## src/rtl/key_loader_pkg.sv

```systemverilog
// Shared types and constants for the serial key loader.
// Also provides a bit-serial CRC-8 step function for reference models.
package key_loader_pkg;

  localparam int         KEY_W    = 32;
  localparam int         CRC_W    = 8;
  localparam logic [7:0] CRC_POLY = 8'h07;
  localparam int         MAX_FAIL = 3;
  localparam int         CNT_W    = 6;

  typedef enum logic [2:0] {
    IDLE,
    SHIFT_KEY,
    SHIFT_CRC,
    CHECK,
    VALID,
    FAIL,
    LOCKOUT
  } state_t;

  // One MSB-first CRC step: init 0x00, no reflection, no final XOR.
  function automatic logic [7:0] crc8_next(input logic [7:0] crc, input logic din);
    logic fb;
    fb = crc[7] ^ din;
    return {crc[6:0], 1'b0} ^ (fb ? CRC_POLY : 8'h00);
  endfunction

endpackage

```

## src/rtl/key_crc8.sv

```systemverilog
// Bit-serial CRC-8 accumulator with synchronous clear and enable.
module key_crc8
  import key_loader_pkg::*;
#(
  parameter logic [7:0] POLY = CRC_POLY
) (
  input  logic       clk,
  input  logic       rst_n,
  input  logic       clr,
  input  logic       en,
  input  logic       din,
  output logic [7:0] crc
);

  logic [7:0] crc_q;
  logic       fb;

  assign fb = crc_q[7] ^ din;

  // NOTE: sequential state uses non-blocking assignments so every register samples pre-edge values.
  always_ff @(posedge clk or negedge rst_n) begin
    if (!rst_n) begin
      crc_q <= '0;
    end else if (clr) begin
      crc_q <= '0;
    end else if (en) begin
      crc_q <= {crc_q[6:0], 1'b0} ^ ({8{fb}} & POLY);
    end
  end

  assign crc = crc_q;

endmodule

```

## src/rtl/key_loader.sv

```systemverilog
// Receives a serial key + CRC-8 frame, verifies it and drives the unlock key.
// Repeated CRC failures lock the unit until reset.
module key_loader
  import key_loader_pkg::*;
(
  input  logic             clk,
  input  logic             rst_n,
  input  logic             ld_start,
  input  logic             ld_bit_valid,
  input  logic             ld_bit,
  output logic             ld_busy,
  output logic [KEY_W-1:0] key_out,
  output logic             key_valid,
  output logic             key_err,
  output logic [1:0]       fail_cnt,
  output logic             lockout
);

  localparam logic [CNT_W-1:0] KEY_LAST   = CNT_W'(KEY_W - 1);
  localparam logic [CNT_W-1:0] CRC_LAST   = CNT_W'(CRC_W - 1);
  localparam logic [1:0]       MAX_FAIL_C = 2'(MAX_FAIL);

  state_t           state_q;
  logic [CNT_W-1:0] cnt_q;
  logic [KEY_W-1:0] key_sh_q;
  logic [CRC_W-1:0] cmp_q;
  logic             cmp_full_q;
  logic [KEY_W-1:0] key_out_q;
  logic             key_valid_q;
  logic             key_err_q;
  logic [1:0]       fail_cnt_q;
  logic             lockout_q;

  logic             start_ok;
  logic             crc_en;
  logic [7:0]       crc_val;

  assign start_ok = ld_start && (state_q != LOCKOUT);
  assign crc_en   = (state_q == SHIFT_KEY) && ld_bit_valid && !ld_start;

  key_crc8 #(.POLY(CRC_POLY)) u_crc (
    .clk  (clk),
    .rst_n(rst_n),
    .clr  (start_ok),
    .en   (crc_en),
    .din  (ld_bit),
    .crc  (crc_val)
  );

  // NOTE: the shift and compare registers are reset too, so no stale key bits survive a reset.
  always_ff @(posedge clk or negedge rst_n) begin
    if (!rst_n) begin
      state_q     <= IDLE;
      cnt_q       <= '0;
      key_sh_q    <= '0;
      cmp_q       <= '0;
      cmp_full_q  <= 1'b0;
      key_out_q   <= '0;
      key_valid_q <= 1'b0;
      key_err_q   <= 1'b0;
      fail_cnt_q  <= '0;
      lockout_q   <= 1'b0;
    end else if (start_ok) begin
      // Abort whatever is in flight; an aborted frame never counts as a failure.
      state_q     <= SHIFT_KEY;
      cnt_q       <= '0;
      key_sh_q    <= '0;
      cmp_q       <= '0;
      cmp_full_q  <= 1'b0;
      key_out_q   <= '0;
      key_valid_q <= 1'b0;
      key_err_q   <= 1'b0;
    end else begin
      case (state_q)
        SHIFT_KEY: begin
          if (ld_bit_valid) begin
            key_sh_q <= {ld_bit, key_sh_q[KEY_W-1:1]};
            if (cnt_q == KEY_LAST) begin
              cnt_q   <= '0;
              state_q <= SHIFT_CRC;
            end else begin
              cnt_q <= cnt_q + 1'b1;
            end
          end
        end
        SHIFT_CRC: begin
          // The compare register settles one cycle before CHECK uses it.
          if (cmp_full_q) begin
            cmp_full_q <= 1'b0;
            state_q    <= CHECK;
          end else if (ld_bit_valid) begin
            cmp_q <= {cmp_q[CRC_W-2:0], ld_bit};
            if (cnt_q == CRC_LAST) begin
              cnt_q      <= '0;
              cmp_full_q <= 1'b1;
            end else begin
              cnt_q <= cnt_q + 1'b1;
            end
          end
        end
        CHECK: begin
          if (crc_val == cmp_q) begin
            key_out_q   <= key_sh_q;
            key_valid_q <= 1'b1;
            fail_cnt_q  <= '0;
            state_q     <= VALID;
          end else begin
            key_err_q <= 1'b1;
            if (fail_cnt_q == MAX_FAIL_C - 2'd1) begin
              fail_cnt_q <= MAX_FAIL_C;
              lockout_q  <= 1'b1;
              state_q    <= LOCKOUT;
            end else begin
              fail_cnt_q <= fail_cnt_q + 2'd1;
              state_q    <= FAIL;
            end
          end
        end
        default: ;
      endcase
    end
  end

  assign ld_busy   = (state_q == SHIFT_KEY) || (state_q == SHIFT_CRC) || (state_q == CHECK);
  assign key_out   = key_out_q;
  assign key_valid = key_valid_q;
  assign key_err   = key_err_q;
  assign fail_cnt  = fail_cnt_q;
  assign lockout   = lockout_q;

endmodule

```

## config.mk

```make
export PLATFORM = sky130hd
export DESIGN_NAME = key_loader
export DESIGN_NICKNAME = d
export VERILOG_FILES = /design/src/rtl/key_loader_pkg.sv /design/src/rtl/key_crc8.sv /design/src/rtl/key_loader.sv
export SDC_FILE = /design/constraint.sdc
export NUM_CORES = 1
export LEC_CHECK = 0
export ABC_AREA = 0
export BUFFER_PORTS_ARGS = -buffer_cell sky130_fd_sc_hd__buf_2
export CAP_MARGIN = 30
export CORE_MARGIN = 10
export CORE_UTILIZATION = 50
export DETAILED_ROUTE_END_ITERATION = 8
export PLACE_DENSITY = 0.69
export SYNTH_ARGS = -nofsm -noshare
export SYNTH_HDL_FRONTEND = slang
export SYNTH_HIERARCHICAL = 1
export SYNTH_SLANG_ARGS = --single-unit
```

## constraint.sdc

```tcl
create_clock -name clk -period 2.5 [get_ports clk]
set_input_delay 0.5 -clock clk [delete_from_list [all_inputs] [get_ports clk]]
set_output_delay 0.5 -clock clk [all_outputs]
set_load 0.01 [all_outputs]
```

==> flow_summary.toml, run 1 <==
[timing]
min_period_ns = 1.93
finalSetupViolations = 0
tightest_slew_ns = 0.733
fin_crit_sh = 0.772
finClkSkew_ns = 0.00978
finalHoldViolCount = 0
fmax_mhz = 518
maxSlewHeadroom = 0.512
drv_slew = 0
finalSetupTns_ns = 0
rsz0062_at_grt = "no"

[yosys]
postSynth.asyncResetShare = 1.00
syn_inst = 463
ys_ff_latch = 95
synthAdderAreaFrac = 0.00557
synth_area_per_cell_um2 = 9.70
synth_nets = 470
synth_mux_area_frac = 0.0870
synth_top_family_by_area = "simple AND/OR/NAND/NOR gates"
synth_cell_types = 58
synth.area.top_cells = "dfrtp_1 53%, nand2_1 12%, mux2i_1 8.7%"
mappedNetlistArea_mm2 = 0.00449
synth_simple_gate_area_frac = 0.195
synth_compound_area_frac = 0.115
synth_edf_count = 0
synth_top_cell_area_share = 0.530
yosys_warnings = 6
synth_top_cell_by_area = "dfrtp_1"
seq_area_frac_synth = 0.530
synth_ff_type = "dfrtp_1"
synth-xor-area-share = 0.0212

[hold_path]
min-delay-path-class = "primary input to asynchronous set/reset pin"

[cells_and_area]
final_util = 0.575
layout-drive-gt1-share = 0.156
area_growth_syn_to_layout_pct = 11.6
instances_no_fill = 608
fillers = 755
seq_area_mm2 = 0.00238
multiInputGateArea_mm2 = 0.00191
antennaDiodeCount = 0
nNetsFinal = 502
finalInstanceArea_mm2 = 0.00501

[routing]
first_pass_iters = 4
vias = 3338
drt_wl_total_um = 9210
drc = 0
via_per_inst = 5.49
ant_nets = 0
routedWlPerCell_um = 15.1
drtIter0Drc = 214

[power]
netSwitchingFraction = 0.328
total_power_w = 0.00398
ir_worst_vdd_v = 0.000443
pwr-share-comb = 0.253
p_switching_w = 0.00131
internal-power_w = 0.00268
p_leak_nw = 2.18
power.density_mw_per_mm2 = 795
clockPowerShare = 0.307
p_seq_frac = 0.441

[grt]
first_global_vias = 3272
grt_usage = 0.145
grt_max_degree = 80
grt_pass1_wl_um = 15800
gr-total-overflow = 0
antenna_found_initial = 0

[setup_path]
worstPathMaxFanout = 12
reg2reg_slack_ns = 0.61
arrival_ns = 1.43
startpoint_type = "flop"
slowest_delay_ns = 0.61
crit_type = "flop to output pin"
cp_cell_sequence = "inv_1 > a21oi_1 > buf_2"
required_ns = 2.00
cp_slowest_cell = "dfrtp_1"
crit_path_end_kind = "output pin"

[floorplan]
core-area_mm2 = 0.00872
die_y_um = 115
die_area_mm2 = 0.0132
dieWidth_um = 115
num_rows = 34
initial_core_util = 0.515
io_pins = 43

[clock_tree]
cts.reportedPaths.clkPinSlew_ns = 0.10
holdBufCountCts = 0
cts_resized = 0
cts-root-buf = "clkbuf_8"
post_cts_buffers = 0
cts_buffers = 9
cts_max_level = 3
cts_tree = "yes"
clk_latency_ns = 0.36
clk_path_buf_depth = 2
clock-sinks = 95

[placed_design]
io_buffers = 42
placedCellCount = 592
dpl_cell_area_mm2 = 0.00477
place.gp.congestion = 0.831
hpwlAfterDp_um = 6020

[status]
outcome = "completed"

[run]
drv_cap = 0
-- power by group through the flow --
stage	Combinational, W	Sequential [W]	Clock (W)
after global placement	0.000996	0.00178	0
final	0.00101	0.00176	0.00122
after CTS	0.00102	0.00175	0.00125
after detailed placement	0.00101	0.00178	0
after global routing	0.00112	0.00177	0.00132
after floorplan	0.000844	0.00172	0
-- through the flow --
step                      hold slack (ns)  worst slack [ns]
after floorplan                     0.204             0.409
after global placement              0.449             0.670
after detailed placement            0.463             0.615
after CTS                           0.205             0.555
after global routing                0.233             0.444
final                               0.179             0.571
-- path summary, 6_finish.rpt --
kind,from,cells past startpoint,endpoint
max,state_q[0]$_DFFE_PN0P_,3,ld_busy
min,rst_n,1,key_out[22]$_DFFE_PN0P_
max reg2reg,state_q[0]$_DFFE_PN0P_,6,u_crc/crc[2]$_DFFE_PN0P_
min reg2reg,lockout$_DFFE_PN0P_,1,lockout$_DFFE_PN0P_
max in group asynchronous,rst_n,2,u_crc/crc[7]$_DFFE_PN0P_
min in group clk,ld_bit,3,key_sh_q[31]$_DFFE_PN0P_
-- kinds of logic (layout without fill, tap and decap cells) --
group / count (synthesis) / in the layout
AOI/OAI and AO/OA: 85 / 85
xor gates and xnor gates: 10 / 10
adders and majority gates: 2 / 2
buffers and inverters: 38 / 75
DFF: 95 / 95
muxes: 39 / 39
and+or+nand+nor: 194 / 194
-- flip-flops by register name, summed over array words and instances (netlist names), 2 cells and up --
signal / flops
fail_cnt: 2
key_out: 32
u_crc/crc: 8
cmp_q: 8
cnt_q: 6
key_sh_q: 32
state_q: 3
-- cells in the final DEF (no fill, tap or decap), types with 6 or more instances in the layout --
master,netlist,layout
dfrtp_1,95,95
nor2_1,12,11
nand2_1,146,146
nand3_1,6,6
clkbuf_8,0,9
buf_2,13,41
a21oi_1,35,35
o21ai_0,14,14
buf_4,2,7
mux2i_1,39,39
o21ai_1,8,8
xnor2_1,8,8
-- worst max-delay path, delay by kind of cell, from the launching register on --
kind	cells	cell delay [ns]
DFF	1	0.61
AOI/OAI and AO/OA	1	0.17
buffers and inverters	2	0.28
-- cell usage after synthesis (3+ instances only) --
master,instances
nor3_1,3
buf_8,3
o311ai_1,3
nand2_1,146
a21oi_1,35
dfrtp_1,95
mux2i_1,39
buf_1,3
clkbuf_1,8
nand3b_1,4
o211ai_1,5
nor2_1,12
nand2b_1,4
xnor2_1,8
o21ai_1,8
nand3_1,6
inv_2,3
o21ai_0,14
inv_1,5
buf_2,13
-- layer usage --
metal	part of all wire	GRT usage	up-vias
li1	-	-	1631
met3	0.058	0.0359	18
met2	0.46	0.223	77
met4	0.019	0.0569	0
met1	0.46	0.193	1612
met5	0	0	-
-- cell type report --
| cell class | instances | share of cell area |
|---|---|---|
| sequential | 95 | 0.474 |
| multi-input combinational | 330 | 0.381 |
| timing repair buffer | 51 | 0.0634 |
| tap | 108 | 0.0270 |
| clock buffer | 10 | 0.0255 |
| clock inverter | 6 | 0.0230 |
| inverter | 8 | 0.00599 |
(Power assumes the default switching activity.)
==> inputs of run 2 (changes only) <==
clock period = 1.8 ns   (was 2.5 ns; I/O delays follow)
==> run 2 against run 1 <==
Effect of this change:
- clock-buffer cell count did not move
- clock skew up 0.0060 ns
- worst hold slack improved by 0.11 ns
- largest cell class unchanged
- worst setup slack worse by 0.53 ns
==> flow_summary.toml, run 2 (synthesis results as in run 1) <==
[setup_path]
cp_slowest_cell = "dfrtp_1"
cp_cell_sequence = "xnor2_1 > nand4_1 > nor3_4 > buf_12 > clkbuf_16 > mux2i_1"
r2r-end = "key_out[13]$_DFFE_PN0P_"
slowest_delay_ns = 0.42
reg2reg_depth = 6
worstPathMaxFanout = 16
rr_startpoint = "cmp_q[4]$_DFFE_PN0P_"
critPathBufInv = 2
startpoint_type = "flop"
crit_path_end_kind = "flop"
crit_type = "flop to flop"
reg2reg_slack_ns = 0.04
crit_family = "simple AND/OR/NAND/NOR gates"
required_ns = 2.10
arrival_ns = 2.06

[timing]
drv_slew = 0
min_period_ns = 1.76
finClkSkew_ns = 0.0158
timing.final.ws_setup_ns = 0.0444
finalHoldViolCount = 0
fin_crit_sh = 0.975
fmax_mhz = 570
rsz0062_at_grt = "yes"
maxSlewHeadroom = 0.732
tightest_slew_ns = 0.392
finalSetupViolations = 0

[routing]
drtIter0Drc = 309
first_pass_iters = 4
drc = 0
via_per_inst = 5.49
drt_wl_total_um = 9690
ant_nets = 0
vias = 3448
routedWlPerCell_um = 15.4

[cells_and_area]
mostFrequentLayoutCell = "nand2_1"
nNetsFinal = 522
final_util = 0.600
area_growth_syn_to_layout_pct = 16.5
layout-drive-gt1-share = 0.202
instances_no_fill = 628
antennaDiodeCount = 0
layout_common_cells = "146 x nand2_1, 93 x dfrtp_1, 41 x buf_2"

[power]
p_switching_w = 0.00197
internal-power_w = 0.00359
netSwitchingFraction = 0.354
power.density_mw_per_mm2 = 1060
p_seq_frac = 0.427
ir_worst_vdd_v = 0.000681
clockPowerShare = 0.253
pwr-share-comb = 0.320
p_leak_nw = 2.29

[hold_path]
hold-path-endpoint = "key_sh_q[31]$_DFFE_PN0P_"
hold_depth = 3
holdCritStartpoint = "ld_bit"
min-delay-path-class = "primary input to flop"

[floorplan]
dieWidth_um = 115
io_pins = 43
die_y_um = 115
die_area_mm2 = 0.0132
core-area_mm2 = 0.00872
num_rows = 34
initial_core_util = 0.515

[grt]
first_global_vias = 3269
grt_usage = 0.145
gr-total-overflow = 0
antenna_found_initial = 0
grt_max_degree = 61
grt_pass1_wl_um = 15800

[placed_design]
pre_cts_ws_ns = 0.0957
placedCellCount = 604
hpwlAfterDp_um = 6500
place.gp.congestion = 0.857
io_buffers = 42

[clock_tree]
cts_buffers = 9
clock-sinks = 95
clk_latency_ns = 0.37
cts-root-buf = "clkbuf_8"
clk_path_buf_depth = 2
cts_tree = "yes"
cts.reportedPaths.clkPinSlew_ns = 0.11
cts_max_level = 3

[run]
drv_cap = 0

[status]
outcome = "completed"
-- run 2: changes by cell type in the layout (fill, tap and decap cells not counted), sizes merged --
| cell | previous run | this run |
|---|---|---|
| clkinvlp | 1 | 0 |
| buf | 51 | 68 |
| clkinv | 0 | 2 |
| inv | 10 | 12 |
| clkbuf | 10 | 12 |
| dlygate4sd3 | 0 | 1 |
| bufinv | 3 | 0 |
-- run 2: repair_timing --
| item | in CTS | in global routing |
|---|---|---|
| pin swaps | 0 | 2 |
| hold buffers | 1 | 0 |
| buffers inserted | 0 | 5 |
| cloned | 0 | 2 |
| gates resized for setup | 1 | 6 |
| setup endpoints to repair | 1 | 20 |
| endpoints found under the hold margin | 26 | 0 |
-- run 2: worst max path at each step --
stage | startpoint | cells past startpoint | end | slack [ns]
floorplan | state_q[0]$_DFFE_PN0P_ | 10 | u_crc/crc[2]$_DFFE_PN0P_ | -0.09
global placement | state_q[0]$_DFFE_PN0P_ | 5 | cnt_q[2]$_DFFE_PN0P_ | 0.14
detailed placement | u_crc/crc[7]$_DFFE_PN0P_ | 5 | key_out[22]$_DFFE_PN0P_ | 0.1
global route | cnt_q[0]$_DFFE_PN0P_ | 5 | state_q[1]$_DFFE_PN0P_ | -0.03
CTS | state_q[0]$_DFFE_PN0P_ | 4 | ld_busy | 0.03
finish | cmp_q[4]$_DFFE_PN0P_ | 6 | key_out[13]$_DFFE_PN0P_ | 0.04
-- run 2: final cells by class --
class,count,area [um^2]
fill,721,3490
clock inverter,6,60.1
tap,108,135
sequential,95,2380
clock buffer,10,138
timing repair buffer,71,547
multi-input combinational,330,1940
inverter,8,30.0
-- run 2: worst reg2reg max path, stage by stage (launching register included) --
cell and delay, ns:
dfrtp_1 0.42, xnor2_1 0.19, nand4_1 0.25, nor3_4 0.28, buf_12 0.15, clkbuf_16 0.20, mux2i_1 0.21
-- run 2: per-stage QoR --
step	setup TNS (ns)	hold slack [ns]	instance area (um^2)	total power [W]
global placement	0	0.315	4890	0.00397
floorplan	-0.177	0.0644	4510	0.00360
CTS	0	0.276	5100	0.00540
global route	-0.125	0.291	5230	0.00585
detailed placement	0	0.316	4890	0.00400
finish	0	0.288	5230	0.00556
-- run 2: layer usage --
metal  part of all wire  vias up  global-route usage
li1                   -     1671                   -
met1               0.45     1714               0.197
met2               0.49       54               0.220
met3              0.047        9              0.0385
met4              0.011        0              0.0528
met5                  0        -                   0
-- run 2: power groups by stage --
stage | clock network [W] | logic (W) | registers [W]
CTS | 0.00143 | 0.00160 | 0.00237
detailed placement | 0 | 0.00159 | 0.00241
global placement | 0 | 0.00157 | 0.00240
finish | 0.00141 | 0.00178 | 0.00237
global route | 0.00153 | 0.00193 | 0.00239
floorplan | 0 | 0.00120 | 0.00240
==> inputs of run 3 (changes only) <==
--- a/config.mk
+++ b/config.mk
@@ -12,4 +12,5 @@
 export CORE_UTILIZATION = 50
 export DETAILED_ROUTE_END_ITERATION = 8
+export MAX_ROUTING_LAYER = met4
 export PLACE_DENSITY = 0.69
 export SYNTH_ARGS = -nofsm -noshare
==> constraint.sdc (replaced) <==
create_clock -name clk -period 1.8 [get_ports clk]
set_input_delay 0.36 -clock clk [delete_from_list [all_inputs] [get_ports clk]]
set_output_delay 0.36 -clock clk [all_outputs]
set_load 0.005 [all_outputs]
==> run 3 against run 2 <==
Effect of this change:
- largest power group unchanged
- clock skew grew 0.0017 ns
- sequential share of layout area grew 0.31 points
- wire length increased by 0.61%
- clock power barely moved
- first-iteration DRC count shrank 13%
- clock-buffer cell count stayed put
- utilization decreased by 0.40 points
- final cell count shrank 0.16%
- die area stayed put
- largest cell class unchanged
- critical endpoint is now ld_busy
- critical path depth is 2 lower
- critical path type is now flop to output pin
- sequential power about the same
==> flow_summary.toml, run 3 (synthesis results as in run 1) <==
[status]
outcome = "completed"

[routing]
drtIter0Drc = 270
via_per_inst = 5.52
drc = 0
vias = 3460
drt_wl_total_um = 9750
first_pass_iters = 4
ant_nets = 0
routedWlPerCell_um = 15.6

[cells_and_area]
antennaDiodeCount = 0
layout_common_cells = "146 x nand2_1, 93 x dfrtp_1, 41 x buf_2"
area_growth_syn_to_layout_pct = 15.7
mostFrequentLayoutCell = "nand2_1"
final_util = 0.596
layout-drive-gt1-share = 0.197
instances_no_fill = 627
nNetsFinal = 521
fillers = 720

[timing]
maxSlewHeadroom = 0.732
fin_crit_sh = 0.966
finalHoldViolCount = 0
finClkSkew_ns = 0.0174
tightest_slew_ns = 0.392
min_period_ns = 1.74
fmax_mhz = 575
finalSetupTns_ns = 0
drv_slew = 0
finalSetupViolations = 0

[floorplan]
die_y_um = 115
io_pins = 43
num_rows = 34
initial_core_util = 0.515
die_area_mm2 = 0.0132
core-area_mm2 = 0.00872
dieWidth_um = 115

[hold_path]
min-delay-path-class = "primary input to flop"
hold_depth = 3

[setup_path]
worstPathMaxFanout = 10
arrival_ns = 1.38
required_ns = 1.44
reg2reg_depth = 6
crit_path_end_kind = "output pin"
crit_type = "flop to output pin"
startpoint_type = "flop"

[run]
drv_cap = 0

[grt]
grt_pass1_wl_um = 15800
antenna_found_initial = 0
first_global_vias = 3263
grt_usage = 0.149
grt_max_degree = 61
gr-total-overflow = 0

[clock_tree]
cts_buffers = 9
clock-sinks = 95
cts-root-buf = "clkbuf_8"
clk_path_buf_depth = 2
clk_latency_ns = 0.38
cts.reportedPaths.clkPinSlew_ns = 0.10
cts_max_level = 3
cts_tree = "yes"

[placed_design]
placedCellCount = 604
place.gp.congestion = 0.871
io_buffers = 42
hpwlAfterDp_um = 6500

[power]
p_leak_nw = 2.28
ir_worst_vdd_v = 0.000637
power.density_mw_per_mm2 = 1070
## run 3: path summary, 6_finish.rpt
path / from / slack [ns] / endpoint
max reg2reg: u_crc/crc[2]$_DFFE_PN0P_ / 0.06 / key_out[13]$_DFFE_PN0P_
max in group asynchronous: rst_n / 0.82 / state_q[1]$_DFFE_PN0P_
max: state_q[0]$_DFFE_PN0P_ / 0.06 / ld_busy
min reg2reg: lockout$_DFFE_PN0P_ / 0.48 / lockout$_DFFE_PN0P_
min in group asynchronous: rst_n / 0.44 / key_out[27]$_DFFE_PN0P_
min: ld_bit / 0.28 / key_sh_q[31]$_DFFE_PN0P_
## run 3: where the power goes
group	switching (W)	internal, W	total [W]
registers	0.000113	0.00226	0.00237
logic	0.00101	0.000740	0.00175
clock network	0.000834	0.000579	0.00141
total	0.00196	0.00358	0.00554
## run 3: repair_timing
action | in CTS | in global routing
hold endpoints to repair | 26 | 0
endpoints found under the setup margin | 0 | 21
setup buffers | 0 | 4
hold buffers | 1 | 0
gates resized for setup | 0 | 5
## run 3: worst max-delay path, stage by stage, from the launching register on
cell     delay (ns)
dfrtp_1        0.41
buf_6          0.17
inv_1          0.09
a21oi_2        0.18
buf_2          0.14
## run 3: cell type report
class / count / area, um^2 / area share
clock buffer: 10 / 138 / 0.0265
clock inverter: 6 / 60.1 / 0.0116
inverter: 8 / 30.0 / 0.00578
multi-input combinational: 330 / 1930 / 0.371
sequential: 95 / 2380 / 0.458
tap: 108 / 135 / 0.0260
timing repair buffer: 70 / 527 / 0.101
## run 3: layer usage
| metal | share of wire | track usage |
|---|---|---|
| met1 | 0.46 | 0.198 |
| met2 | 0.48 | 0.219 |
| met3 | 0.050 | 0.0375 |
| met4 | 0.014 | 0.0528 |
| met5 | 0 | - |
## run 3: metrics by stage
stage / hold WS, ns / cell area, um^2 / power, W / setup WS [ns]
2_1_floorplan: 0.0644 / 4510 / 0.00357 / -0.0927
3_3_place_gp: 0.315 / 4890 / 0.00395 / 0.142
3_5_place_dp: 0.316 / 4890 / 0.00398 / 0.0957
4_1_cts: 0.276 / 5100 / 0.00537 / 0.0173
5_1_grt: 0.291 / 5200 / 0.00582 / -0.0349
6_report: 0.283 / 5200 / 0.00554 / 0.0620
